<file path="src/rtl/fft_frame_sequencer.sv">
// fft_frame_sequencer: queues ping-pong bank-full events (buffer_ready_i/bank_i), reads the bank via rd_en_o/rd_bank_o/rd_addr_o/rd_data_i, streams it framed to the FFT (fft_*), reports frame_done_o/busy_o/overrun_o/frame_count_o
module fft_frame_sequencer #(
  parameter int WIDTH = 16,
  parameter int DEPTH = 256,
  parameter int AW    = 8
) (
  input  logic             clk_i,
  input  logic             rst_i,
  input  logic             buffer_ready_i,
  input  logic             bank_i,
  output logic             rd_en_o,
  output logic             rd_bank_o,
  output logic [AW-1:0]    rd_addr_o,
  input  logic [WIDTH-1:0] rd_data_i,
  output logic [WIDTH-1:0] fft_data_o,
  output logic             fft_valid_o,
  input  logic             fft_ready_i,
  output logic             fft_sof_o,
  output logic             fft_eof_o,
  output logic             frame_done_o,
  output logic             busy_o,
  output logic             overrun_o,
  output logic [15:0]      frame_count_o
);
  typedef enum logic [1:0] {IDLE, READ, DRAIN} state_t;
  localparam int EW = WIDTH + 2;
  localparam logic [AW-1:0] LAST = AW'(DEPTH - 1);
  state_t state_q, state_d;
  logic pend_v_q, pend_v_d, pend_bank_q, pend_bank_d, bank_q, bank_d;
  logic overrun_q, overrun_d, done_q, done_d;
  logic in_v_q, in_v_d, in_sof_q, in_sof_d, in_eof_q, in_eof_d;
  logic out_v_q, out_v_d, skid_v_q, skid_v_d;
  logic [AW-1:0] addr_q, addr_d;
  logic [15:0] count_q, count_d;
  logic [EW-1:0] out_q, out_d, skid_q, skid_d, in_e, head;
  logic xfer, consume;
  assign in_e = {in_sof_q, in_eof_q, rd_data_i};
  assign head = out_v_q ? out_q : (in_v_q ? in_e : '0);
  assign {fft_sof_o, fft_eof_o, fft_data_o} = head;
  assign fft_valid_o = out_v_q | in_v_q;
  assign xfer = fft_valid_o & fft_ready_i;
  assign consume = (state_q == IDLE) & pend_v_q;
  assign rd_en_o = (state_q == READ) && (3'(out_v_q) + 3'(skid_v_q) + 3'(in_v_q) <= 3'd1 + 3'(xfer));
  assign rd_bank_o = bank_q;
  assign rd_addr_o = addr_q;
  assign frame_done_o = done_q;
  assign busy_o = state_q != IDLE;
  assign overrun_o = overrun_q;
  assign frame_count_o = count_q;
  always_comb begin
    pend_v_d = buffer_ready_i | (pend_v_q & ~consume);
    pend_bank_d = buffer_ready_i ? bank_i : pend_bank_q;
    overrun_d = overrun_q | (buffer_ready_i & pend_v_q & ~consume);
    bank_d = consume ? pend_bank_q : bank_q;
    addr_d = consume ? '0 : (rd_en_o && addr_q != LAST) ? addr_q + 1'b1 : addr_q;
    in_v_d = rd_en_o;
    in_sof_d = rd_en_o & (addr_q == '0);
    in_eof_d = rd_en_o & (addr_q == LAST);
    done_d = (state_q == DRAIN) & xfer & fft_eof_o;
    count_d = count_q + 16'(done_d);
    state_d = consume ? READ : (rd_en_o && addr_q == LAST) ? DRAIN : done_d ? IDLE : state_q;
    out_v_d = out_v_q;
    out_d = out_q;
    skid_v_d = skid_v_q;
    skid_d = skid_q;
    if (!out_v_q) begin
      out_v_d = in_v_q & ~xfer;
      out_d = in_e;
    end else if (xfer) begin
      out_v_d = skid_v_q | in_v_q;
      out_d = skid_v_q ? skid_q : in_e;
      skid_v_d = skid_v_q & in_v_q;
      skid_d = in_e;
    end else if (in_v_q) begin
      skid_v_d = 1'b1;
      skid_d = in_e;
    end
  end
  always_ff @(posedge clk_i) begin
    if (rst_i) begin
      state_q <= IDLE;
      pend_v_q <= 1'b0;
      pend_bank_q <= 1'b0;
      bank_q <= 1'b0;
      overrun_q <= 1'b0;
      done_q <= 1'b0;
      in_v_q <= 1'b0;
      in_sof_q <= 1'b0;
      in_eof_q <= 1'b0;
      out_v_q <= 1'b0;
      skid_v_q <= 1'b0;
      addr_q <= '0;
      count_q <= '0;
      out_q <= '0;
      skid_q <= '0;
    end else begin
      state_q <= state_d;
      pend_v_q <= pend_v_d;
      pend_bank_q <= pend_bank_d;
      bank_q <= bank_d;
      overrun_q <= overrun_d;
      done_q <= done_d;
      in_v_q <= in_v_d;
      in_sof_q <= in_sof_d;
      in_eof_q <= in_eof_d;
      out_v_q <= out_v_d;
      skid_v_q <= skid_v_d;
      addr_q <= addr_d;
      count_q <= count_d;
      out_q <= out_d;
      skid_q <= skid_d;
    end
  end
endmodule

</file>
<file path="config.mk">
export PLATFORM = sky130hd
export DESIGN_NAME = fft_frame_sequencer
export DESIGN_NICKNAME = d
export VERILOG_FILES = /design/src/rtl/fft_frame_sequencer.sv
export SDC_FILE = /design/constraint.sdc
export NUM_CORES = 1
export LEC_CHECK = 0
export BUFFER_PORTS_ARGS = -buffer_cell sky130_fd_sc_hd__buf_2
export CORE_ASPECT_RATIO = 0.6
export CORE_MARGIN = 2
export CORE_UTILIZATION = 30
export CTS_CLUSTER_DIAMETER = 60
export DETAILED_ROUTE_END_ITERATION = 12
export GPL_TIMING_DRIVEN = 0
export PLACE_DENSITY_LB_ADDON = 0.05
export SLEW_MARGIN = 0
export SYNTH_ARGS = -nofsm -noshare
export SYNTH_HDL_FRONTEND = slang
export SYNTH_SLANG_ARGS = --single-unit
</file>
<file path="constraint.sdc">
create_clock -name clk_i -period 2.95 [get_ports clk_i]
set_input_delay 0.59 -clock clk_i [delete_from_list [all_inputs] [get_ports clk_i]]
set_output_delay 0.59 -clock clk_i [all_outputs]
set_load 0.02 [all_outputs]
</file>
==> summary.md, run 1 <==
| Metric | Value |
|---|---|
| Worst setup EP type | `primary output` |
| Crit-path most repeated cell | `inv_1` |
| Final std cells w/o fill | `648` |
| Root Buffer | `clkbuf_16` |
| Placer Congestion | `0.760` |
| Fmax | `360 MHz` |
| Fin Setup TNS | `0 ns` |
| Crit path max fanout | `10` |
| Dpl cells | `630` |
| All-layer global routing usage | `0.167` |
| Worst relative slew slack | `0.577` |
| Worst Hold Class | `reg2reg` |
| Nets@finish | `533` |
| Mux contribution to synthesized area | `0.00599` |
| Simple-Gate Fraction of Synth Area | `0.292` |
| Pint | `2.01 mW` |
| Clk_skew | `0.00498 ns` |
| Chip width | `140 um` |
| Flop pwr share | `0.392` |
| Initial antenna violation count | `0` |
| Vias in the first global route | `2,991` |
| Residual DRC | `0` |
| Logic pwr share | `0.090` |
| Adder-cell share of the synthesized area | `0.0322` |
| Clock buffer count from CTS | `9` |
| WL/cell | `14.6 um` |
| Pleak | `1.75 nW` |
| Worst setup path class | `reg2out` |
| CP required | `2.36 ns` |
| Share of synthesized registers carrying an async set or reset | `0` |
| Cell Pwr Density | `611 nW/um^2` |
| Core area | `10,700 um^2` |
| Cell with the most instances after synthesis | `nand2_1` |
| Clk pwr share | `0.518` |
| Worst IR Drop VDD | `0.000271 V` |
| Switching portion of total power | `0.226` |
| Syn. warnings | `0` |
| Fill count | `1,127` |
| Unrepaired setup endpoints after global routing | `false` |
| CTS Buffer Depth | `2` |
| Final WL | `9490 um` |
| Final Core Density | `0.398` |
| Cell variety after synth | `43` |
| CTS H-tree lvls | `3` |
| Post-synth EDFFs | `0` |
| Iter 0 DRT Violations | `165` |
| GRT overflow | `0` |
| Minimum clock period | `2.78 ns` |
| Placed Area | `3850 um^2` |
| Detailed-route via count | `3,176` |
| Worst-margin pin slew | `0.634 ns` |
| Pre-antenna DRT Iters | `5` |
| Final setup fails | `0` |
| Synthesized instance count | `424` |
| Synth Flop Type | `dfxtp_1` |
| Post-synthesis compound-gate area fraction | `0.154` |
| Final Max Tran Viols | `0` |
| CP cell instances | `buf_8 > inv_1 > fa_1 > inv_1 > ha_1 > nor2b_1 > o21ai_4 > nand2_2 > inv_1 > buf_4` |
| Worst-Skew Late Latency | `0.33 ns` |
| Vias/cell | `4.90` |
| Startpoint Class | `flop` |
| First-pass GRT wire length | `15,600 um` |
| Clock edge transition at the registers on the reported setup and hold paths | `0.06 ns` |
| Crit path DAT | `2.19 ns` |
| Xor-xnor portion of the synthesized cell area | `0.0367` |
| Status | `finished clean` |
| Max cap viols | `0` |
| #FFs+latches synth | `72` |
| CP peak stage delay | `0.35 ns` |
| Hpwl dp | `6860 um` |
| Crit-path slowest cell | `dfxtp_2` |
| ANT cells | `0` |
| Clock Sink Count | `72` |
| Net Sw Power | `589 uW` |
| Syn nets | `453` |
| Sequential standard cell area | `1440 um^2` |
| Hold wc startpoint | `skid_q[9]$_SDFFE_PP0P_` |
| P&R area growth vs syn | `27.4%` |
| Share of cells above drive strength 1 | `0.226` |
| Sequential share of the synthesized area | `0.431` |
| Period utilization | `0.943` |
| Post-route cell area | `4260 um^2` |
| Top cells by count, synth | `100 x nand2_1, 72 x dfxtp_1, 44 x nor2_1, 30 x nand3_1, 28 x a21oi_1` |
| Post-Syn Area per Cell | `7.88 um^2` |
| Area of the multi-input gates | `1750 um^2` |
| Share of the synthesized area in the top cell type | `0.431` |
| Synth area leader | `dfxtp_1` |
| Die area | `12,000 um^2` |
| IO Port Bufs | `67` |
| CTS Hold Bufs | `0` |
| Routed Antenna Nets | `0` |
| Initial Utilization | `0.312` |
| Final hold vios | `0` |
| Ranking of synthesized cells by area | `dfxtp_1 43%, nand2_1 11%, a311oi_1 5.0%` |
| Worst setup path startpoint | `skid_v_q$_SDFFE_PP0P_` |
| CTS tree | `yes` |
| Boundary Pins | `69` |
| Reg-to-reg startpoint | `in_v_q$_SDFF_PP0_` |
| Largest family of logic cells by synthesized area | `simple AND/OR/NAND/NOR gates` |
| Setup WS post-layout | `0.169 ns` |
| Die Ht | `85.8 um` |
| Setup WS pre-CTS | `0.0739 ns` |
| Largest net degree at the start of global routing | `13` |
| Post-Syn Area | `3340 um^2` |
| Rows | `29` |
## per-stage QoR
stage          total power [mW]  hold WS (ns)
2_1_floorplan              1.18         0.437
3_3_place_gp               1.27         0.442
5_1_grt                    2.71         0.476
4_1_cts                    2.63         0.455
6_report                   2.60         0.455
3_5_place_dp               1.27         0.447
## sequential cells by signal (all words and copies together) (netlist names)
signal,cells
skid_q,18
pend_v_q,1
rd_bank_o,1
out_q,18
out_v_q,1
overrun_o,1
pend_bank_q,1
state_q,2
skid_v_q,1
in_v_q,1
frame_count_o,16
frame_done_o,1
in_eof_q,1
rd_addr_o,8
in_sof_q,1
## power by group through the flow
stage	logic, mW	registers (mW)	clock network, mW
CTS	0.232	1.02	1.38
global placement	0.227	1.04	0
finish	0.235	1.02	1.35
floorplan	0.144	1.04	0
detailed placement	0.229	1.04	0
global route	0.263	1.02	1.43
## placed cells by master (no fill, tap or decap), types with 2 or more instances in the layout
cell type and count:
a21oi_1 28, a311oi_1 19, and3_1 2, and4_1 2, buf_2 73, buf_4 4
bufinv_16 4, clkbuf_1 13, clkbuf_16 9, clkinv_2 2, dfxtp_1 70, dfxtp_2 2
ha_1 6, inv_1 12, inv_2 3, mux2i_1 2, nand2_1 99, nand2_2 2
nand3_1 30, nand4_1 4, nor2_1 44, nor2b_1 4, nor3_1 3, o21ai_0 26
or2_2 2, or3_1 6, xnor2_1 8, xor2_1 6
## layer usage
metal | wire length, um | vias to the layer above | part of all wire | track usage
met5 | 0 | - | 0 | 0
met4 | 114 | 0 | 0.012 | 0.0523
met3 | 521 | 11 | 0.055 | 0.0436
met2 | 3870 | 75 | 0.41 | 0.244
met1 | 4980 | 1479 | 0.52 | 0.241
li1 | - | 1611 | - | -
## layout make-up
type / count / area share
clock inverters: 6 / 0.0306
inverters: 15 / 0.0132
well taps: 139 / 0.0408
flip-flops and latches: 72 / 0.339
repair buffers: 69 / 0.0829
plain buffers: 24 / 0.0270
clock buffers: 10 / 0.0561
multi-input cells: 313 / 0.410
## what timing repair did
| action | 4_1_cts | 5_1_grt |
|---|---|---|
| buffers inserted | 1 | 1 |
| pin swaps | 0 | 1 |
| resized for setup | 6 | 8 |
| setup endpoints to repair | 1 | 3 |
## kinds of logic (layout without fill, tap and decap cells)
kind of cell	count (synthesis)	in the layout
AOI/OAI and AO/OA	81	81
DFF	72	72
and+or+nand+nor	208	208
buffers and inverters	39	124
muxes	2	2
xor gates and xnor gates	14	14
adders and majority gates	8	8
## worst max-delay path, delay by kind of cell, from the launching register on
family	cells	cell delay [ns]
buffers and inverters	5	0.50
AOI/OAI and AO/OA	1	0.18
and+or+nand+nor	2	0.25
adders and majority gates	2	0.58
DFF	1	0.35
## final timing paths
path                             endpoint  slack, ns  cells past startpoint
max                               rd_en_o       0.17                     10
min                skid_q[9]$_SDFFE_PP0P_       0.45                      2
max reg2reg  frame_count_o[14]$_SDFF_PP0_       0.30                     12
min reg2reg        skid_q[9]$_SDFFE_PP0P_       0.45                      2
Note: power is estimated with default switching activity, not from simulation.
==> run 2: changes to the inputs <==
- PLACE_DENSITY: default -> 0.49
- PLACE_DENSITY_LB_ADDON: 0.05 -> default
==> summary.md, run 2 (synthesis gave the netlist of run 1 again) <==
| Metric | Value |
|---|---|
| Die Ht | `85.8 um (unchanged)` |
| M1 wire length | `5080 um (was 4980 um)` |
| Initial antenna violation count | `0 (unchanged)` |
| Detailed-route via count | `3,162 (was 3,176)` |
| Pre-antenna DRT Iters | `4 (was 5)` |
| All-layer global routing usage | `0.168 (was 0.167)` |
| Root Buffer | `clkbuf_16 (unchanged)` |
| Chip width | `140 um (unchanged)` |
| Clock buffer count from CTS | `9 (unchanged)` |
| Final hold slack | `0.457 ns (was 0.455 ns)` |
| Crit-path most repeated cell | `inv_1 (unchanged)` |
| Nets@finish | `533 (unchanged)` |
| Final Max Tran Viols | `0 (unchanged)` |
| Hold wc startpoint | `skid_q[0]$_SDFFE_PP0P_ (was skid_q[9]$_SDFFE_PP0P_)` |
| Most frequent cells in the layout | `99 x nand2_1, 74 x buf_2, 70 x dfxtp_1 (was 99 x nand2_1, 73 x buf_2, 70 x dfxtp_1)` |
| Setup WS post-layout | `0.131 ns (was 0.169 ns)` |
| Highest metal used | `met4 (unchanged)` |
| Routed wl met3 | `378 um (was 521 um)` |
| Crit Reg-Reg Endpoint | `frame_count_o[14]$_SDFF_PP0_ (unchanged)` |
| Fill count | `1,116 (was 1,127)` |
| CP required | `2.36 ns (about the same)` |
| Largest net degree at the start of global routing | `11 (was 13)` |
| Worst Hold Class | `reg2reg (unchanged)` |
| Worst-margin pin slew | `0.667 ns (was 0.634 ns)` |
| Fmax | `355 MHz (was 360 MHz)` |
| CTS H-tree lvls | `3 (unchanged)` |
| Total Power | `2.26 mW (was 2.60 mW)` |
| CP peak stage delay | `0.35 ns (about the same)` |
| Cell Pwr Density | `543 nW/um^2 (was 611 nW/um^2)` |
| P&R area growth vs syn | `24.4% (was 27.4%)` |
| Status | `finished clean (unchanged)` |
| Final hold vios | `0 (unchanged)` |
| Crit path DAT | `2.23 ns (was 2.19 ns)` |
| Pleak | `1.70 nW (was 1.75 nW)` |
| CP cell instances | `buf_6 > inv_1 > fa_1 > inv_1 > ha_1 > nor2b_1 > o21ai_4 > nand2_2 > inv_1 > buf_2 (was buf_8 > inv_1 > fa_1 > inv_1 > ha_1 > nor2b_1 > o21ai_4 > nand2_2 > inv_1 > buf_4)` |
| Clk_skew | `0.00637 ns (was 0.00498 ns)` |
| Top delay family on crit path | `adder cells (unchanged)` |
| ANT cells | `0 (unchanged)` |
| IO Port Bufs | `67 (unchanged)` |
| Share of cells above drive strength 1 | `0.221 (was 0.226)` |
| Core area | `10,700 um^2 (unchanged)` |
| Crit-path slowest cell | `dfxtp_1 (was dfxtp_2)` |
| Placer Congestion | `0.786 (was 0.760)` |
| Hpwl dp | `6950 um (was 6860 um)` |
| Hold path endpoint | `skid_q[0]$_SDFFE_PP0P_ (was skid_q[9]$_SDFFE_PP0P_)` |
| Reg-to-reg startpoint | `out_v_q$_SDFF_PP0_ (was in_v_q$_SDFF_PP0_)` |
| Worst-Skew Late Latency | `0.33 ns (about the same)` |
| Cells on worst reg2reg path | `12 (unchanged)` |
| Final setup fails | `0 (unchanged)` |
| Worst setup EP type | `primary output (unchanged)` |
| Boundary Pins | `69 (unchanged)` |
| Rows | `29 (unchanged)` |
| Final WL | `9490 um (about the same)` |
| R2R Setup Slk | `0.40 ns (was 0.30 ns)` |
| WL/cell | `14.7 um (was 14.6 um)` |
| Iter 0 DRT Violations | `124 (was 165)` |
| Period utilization | `0.955 (was 0.943)` |
| CTS Buffer Depth | `2 (unchanged)` |
| Vias in the first global route | `3,088 (was 2,991)` |
| CTS tree | `yes (unchanged)` |
| Unrepaired setup endpoints after global routing | `false (unchanged)` |
| Clock Sink Count | `72 (unchanged)` |
| GRT overflow | `0 (unchanged)` |
| Residual DRC | `0 (unchanged)` |
| Wire length on met2 | `3970 um (was 3870 um)` |
| Max cap viols | `0 (unchanged)` |
| Die area | `12,000 um^2 (unchanged)` |
| Vias/cell | `4.89 (was 4.90)` |
| WHS Path Cells | `2 (unchanged)` |
| Crit path max fanout | `10 (unchanged)` |
| Worst IR Drop VDD | `0.000266 V (was 0.000271 V)` |
| Fin Setup TNS | `0 ns (unchanged)` |
| Minimum clock period | `2.82 ns (was 2.78 ns)` |
| Routed Antenna Nets | `0 (unchanged)` |
| Setup WS pre-CTS | `0.0747 ns (was 0.0739 ns)` |
| First-pass GRT wire length | `15,800 um (was 15,600 um)` |
| Initial Utilization | `0.312 (unchanged)` |
| Clock edge transition at the registers on the reported setup and hold paths | `0.05 ns (was 0.06 ns)` |
| Startpoint Class | `flop (unchanged)` |
| Worst relative slew slack | `0.555 (was 0.577)` |
| Dpl cells | `630 (unchanged)` |
| Final std cells w/o fill | `646 (was 648)` |
| Worst Path Buf+Inv | `5 (unchanged)` |
| Worst setup path class | `reg2out (unchanged)` |
| Leading cell type in the layout, fill and taps excluded | `nand2_1 (unchanged)` |
[run 2: changes by cell type in the layout (fill, tap and decap cells not counted), moves of 2 or more]
cell       previous run  this run
clkbuf_8              1         3
clkinv_2              2         0
bufinv_16             4         0
clkbuf_1             13        15
[run 2: power by group]
group / leakage [nW] / total [mW] / switching, mW / internal, mW
clock: 0.135 / 1.01 / 0.379 / 0.629
sequential: 0.587 / 1.02 / 0.0178 / 1.00
combinational: 0.978 / 0.228 / 0.153 / 0.0747
[run 2: layout make-up]
cell class | count | area [um^2] | share of cell area
repair buffers | 69 | 350 | 0.0843
flip-flops and latches | 72 | 1440 | 0.347
plain buffers | 24 | 111 | 0.0268
inverters | 15 | 56.3 | 0.0135
multi-input cells | 313 | 1750 | 0.420
well taps | 139 | 174 | 0.0418
clock buffers | 14 | 274 | 0.0659
[run 2: repair_timing]
item | 4_1_cts | 5_1_grt
setup buffers | 1 | 1
setup endpoints to repair | 1 | 6
resized for setup | 4 | 10
hold buffers | 0 | 0
[run 2: worst reg2reg max path: stages (launching register included)]
cell,delay [ns]
dfxtp_2,0.38
inv_2,0.08
ha_2,0.20
nor2b_4,0.12
buf_4,0.14
nand4b_1,0.15
inv_1,0.09
ha_1,0.18
ha_1,0.20
and4_2,0.29
nand4_1,0.16
or3_1,0.34
a21oi_1,0.14
[run 2: how the worst max path moves through the flow]
stage                     startpoint                            to  slack (ns)  cells past startpoint
2_1_floorplan     out_v_q$_SDFF_PP0_  frame_count_o[14]$_SDFF_PP0_        0.36                     10
3_3_place_gp   skid_v_q$_SDFFE_PP0P_                       rd_en_o        0.09                     10
3_5_place_dp   skid_v_q$_SDFFE_PP0P_                       rd_en_o        0.07                     10
4_1_cts        skid_v_q$_SDFFE_PP0P_                       rd_en_o       0.008                     10
5_1_grt        skid_v_q$_SDFFE_PP0P_                       rd_en_o        0.03                     10
6_report       skid_v_q$_SDFFE_PP0P_                       rd_en_o        0.13                     10
[run 2: through the flow]
stage,util,cell area [um^2]
after floorplan,-,3340
after global placement,0.360,3850
after detailed placement,0.360,3850
after CTS,0.387,4140
after global routing,0.388,4160
final,0.388,4160
[run 2: routing by layer]
layer | vias to the layer above | GRT usage
li1 | 1600 | -
met5 | - | 0
met2 | 46 | 0.238
met4 | 0 | 0.0478
met3 | 4 | 0.0508
met1 | 1512 | 0.244
==> run 3: changes to the inputs <==
- ABC_AREA: default -> 1
- BUFFER_PORTS_ARGS: -buffer_cell sky130_fd_sc_hd__buf_2 -> default
- CTS_BUF_LIST: default -> sky130_fd_sc_hd__clkbuf_8
- DONT_BUFFER_PORTS: default -> 1
- PLACE_DENSITY: 0.49 -> 0.44
==> summary.md, run 3 <==
| Metric | Value |
|---|---|
| Fill count | `1,164 (was 1,116)` |
| Logic pwr share | `0.112 (was 0.101)` |
| First-pass GRT wire length | `15,600 um (was 15,800 um)` |
| Syn. warnings | `0 (unchanged)` |
| Pre-antenna DRT Iters | `4 (unchanged)` |
| Initial antenna violation count | `0 (unchanged)` |
| Crit path max fanout | `10 (unchanged)` |
| Minimum clock period | `2.72 ns (was 2.82 ns)` |
| Post-Syn Area | `3360 um^2 (was 3340 um^2)` |
| Crit path DAT | `2.13 ns (was 2.23 ns)` |
| IO Port Bufs | `0 (was 67)` |
| Worst-Skew Late Latency | `0.36 ns (was 0.33 ns)` |
| Pint | `1.39 mW (was 1.71 mW)` |
| GRT overflow | `0 (unchanged)` |
| Ranking of synthesized cells by area | `dfxtp_1 43%, o21ai_0 9.4%, nand2_1 8.5% (was dfxtp_1 43%, nand2_1 11%, a311oi_1 5.0%)` |
| Setup WS post-layout | `0.234 ns (was 0.131 ns)` |
| Cell Pwr Density | `521 nW/um^2 (was 543 nW/um^2)` |
| Most frequent cells in the layout | `74 x nand2_1, 71 x dfxtp_1, 63 x o21ai_0 (was 99 x nand2_1, 74 x buf_2, 70 x dfxtp_1)` |
| CP required | `2.36 ns (about the same)` |
| CTS Hold Bufs | `0 (unchanged)` |
| Core area | `10,700 um^2 (about the same)` |
| Fin Setup TNS | `0 ns (unchanged)` |
| Flop pwr share | `0.525 (was 0.452)` |
| Final WL | `9470 um (was 9490 um)` |
| Clock edge transition at the registers on the reported setup and hold paths | `0.08 ns (was 0.05 ns)` |
| WL/cell | `15.3 um (was 14.7 um)` |
| Status | `finished clean (unchanged)` |
| Boundary Pins | `69 (unchanged)` |
| Setup WS pre-CTS | `-0.0675 ns (was 0.0747 ns)` |
| Iter 0 DRT Violations | `153 (was 124)` |
| Share of the synthesized area in the top cell type | `0.429 (was 0.431)` |
| Pleak | `1.49 nW (was 1.70 nW)` |
| Syn nets | `494 (was 453)` |
| Largest net degree at the start of global routing | `13 (was 11)` |
| Share of synthesized registers carrying an async set or reset | `0 (unchanged)` |
| Post-Syn Area per Cell | `7.23 um^2 (was 7.88 um^2)` |
| Period utilization | `0.921 (was 0.955)` |
| Worst Hold Class | `in2reg (was reg2reg)` |
| Die Ht | `86.0 um (was 85.8 um)` |
| Clk pwr share | `0.363 (was 0.447)` |
| Chip width | `141 um (was 140 um)` |
| Final std cells w/o fill | `620 (was 646)` |
| Max cap viols | `0 (unchanged)` |
| Detailed-route via count | `3,026 (was 3,162)` |
| Synthesized instance count | `465 (was 424)` |
| CTS tree | `yes (unchanged)` |
| Residual DRC | `0 (unchanged)` |
| Final hold vios | `0 (unchanged)` |
| CTS Buffer Depth | `2 (unchanged)` |
| Dpl cells | `604 (was 630)` |
| Placer Congestion | `0.800 (was 0.786)` |
| Cell variety after synth | `28 (was 43)` |
| Die area | `12,100 um^2 (was 12,000 um^2)` |
| Post-synth EDFFs | `0 (unchanged)` |
| Clock Sink Count | `72 (unchanged)` |
| CTS H-tree lvls | `3 (unchanged)` |
| Leading cell type in the layout, fill and taps excluded | `nand2_1 (unchanged)` |
| Worst setup EP type | `primary output (unchanged)` |
| Final Max Tran Viols | `0 (unchanged)` |
| Vias/cell | `4.88 (was 4.89)` |
| Worst-margin pin slew | `0.870 ns (was 0.667 ns)` |
| Hpwl dp | `6750 um (was 6950 um)` |
| Top cells by count, synth | `76 x nand2_1, 72 x dfxtp_1, 63 x o21ai_0, 56 x a21oi_1, 54 x inv_1 (was 100 x nand2_1, 72 x dfxtp_1, 44 x nor2_1, 30 x nand3_1, 28 x a21oi_1)` |
| Worst setup path class | `reg2out (unchanged)` |
| Worst IR Drop VDD | `0.000177 V (was 0.000266 V)` |
| Fmax | `368 MHz (was 355 MHz)` |
| Switching portion of total power | `0.289 (was 0.244)` |
| Cell with the most instances after synthesis | `nand2_1 (unchanged)` |
| Synth area leader | `dfxtp_1 (unchanged)` |
| Startpoint Class | `flop (unchanged)` |
| Final setup fails | `0 (unchanged)` |
| R2R Setup Slk | `0.29 ns (was 0.40 ns)` |
| Clk_skew | `0.00956 ns (was 0.00637 ns)` |
| Sequential share of the synthesized area | `0.429 (was 0.431)` |
| All-layer global routing usage | `0.167 (was 0.168)` |
| Root Buffer | `clkbuf_8 (was clkbuf_16)` |
| ANT cells | `0 (unchanged)` |
| Unrepaired setup endpoints after global routing | `false (unchanged)` |
| Total Power | `1.95 mW (was 2.26 mW)` |
| Worst relative slew slack | `0.415 (was 0.555)` |
| #FFs+latches synth | `72 (unchanged)` |
| Synth Flop Type | `dfxtp_1 (unchanged)` |
| Routed Antenna Nets | `0 (unchanged)` |
| Share of cells above drive strength 1 | `0.0790 (was 0.221)` |
| Net Sw Power | `563 uW (was 550 uW)` |
| Nets@finish | `505 (was 533)` |
| Rows | `29 (unchanged)` |
| Clock buffer count from CTS | `9 (unchanged)` |
| Vias in the first global route | `2,942 (was 3,088)` |
| Initial Utilization | `0.313 (was 0.312)` |
| P&R area growth vs syn | `11.4% (was 24.4%)` |
## run 3: cell count changes in the layout (fill, tap and decap cells not counted), sizes merged, moves of 5 or more
cell and delta:
or3 -6, a21oi +28, clkinv +6, nand2 -24
o31ai +16, o21ai +35, clkbuf -6, xnor2 -8
nor2 +9, nand3 -18, nor2b -5, inv +41
a311oi -19, buf -69
## run 3: path summary, 6_finish.rpt
| path | cells after the start | endpoint | startpoint |
|---|---|---|---|
| hold reg to reg | 2 | state_q[0]$_SDFFE_PP0P_ | state_q[0]$_SDFFE_PP0P_ |
| hold / removal | 2 | pend_bank_q$_SDFFE_PP0P_ | bank_i |
| setup reg to reg | 15 | frame_count_o[14]$_SDFF_PP0_ | out_v_q$_SDFF_PP0_ |
| setup / recovery | 10 | rd_en_o | out_v_q$_SDFF_PP0_ |
## run 3: kinds of logic (layout without fill, tap and decap cells)
group,after synthesis,in the layout,share of synthesized area
compound gates,141,141,0.228
xor+xnor,5,5,0.0130
fa+ha+maj,8,8,0.0320
buf+inv,80,96,0.0990
flops,72,72,0.429
simple gates,159,159,0.199
## run 3: power by group through the flow
stage / clock network (mW) / registers, mW / logic, mW
after floorplan: 0 / 1.04 / 0.156
after global placement: 0 / 1.05 / 0.206
after detailed placement: 0 / 1.05 / 0.210
after CTS: 0.728 / 1.02 / 0.216
after global routing: 0.779 / 1.03 / 0.248
final: 0.708 / 1.02 / 0.218
## run 3: repair_timing
item,CTS,global route
setup buffers,0,1
pin swaps,0,1
resized for setup,8,4
endpoints found under the setup margin,4,3
## run 3: layout make-up
class / count / area [um^2] / share of cell area
clock inverters: 6 / 35.0 / 0.00936
multi-input cells: 313 / 1610 / 0.430
inverters: 58 / 223 / 0.0595
flip-flops and latches: 72 / 1440 / 0.385
plain buffers: 21 / 116 / 0.0311
clock buffers: 10 / 138 / 0.0368
repair buffers: 1 / 7.51 / 0.00200
well taps: 139 / 174 / 0.0464
## run 3: worst max-delay path, stage by stage, from the launching register on
cell	delay (ns)
dfxtp_1	0.36
buf_4	0.20
inv_2	0.09
fa_1	0.39
inv_1	0.11
ha_4	0.21
nand2_1	0.06
nand2_1	0.05
nand2_2	0.09
nand2_2	0.08
inv_4	0.11
## run 3: routing by layer
layer / GRT usage / routed length [um] / up-vias
met5: 0 / 0 / -
met4: 0.0418 / 89 / 0
met3: 0.0620 / 586 / 9
met2: 0.248 / 3940 / 70
met1: 0.229 / 4860 / 1389
li1: - / - / 1558
## run 3: per-stage QoR
stage / hold WS (ns) / cell area, um^2 / utilization
3_3_place_gp: 0.454 / 3530 / 0.329
4_1_cts: 0.371 / 3730 / 0.347
6_report: 0.381 / 3740 / 0.349
2_1_floorplan: 0.440 / 3360 / -
5_1_grt: 0.384 / 3740 / 0.349
3_5_place_dp: 0.455 / 3530 / 0.329
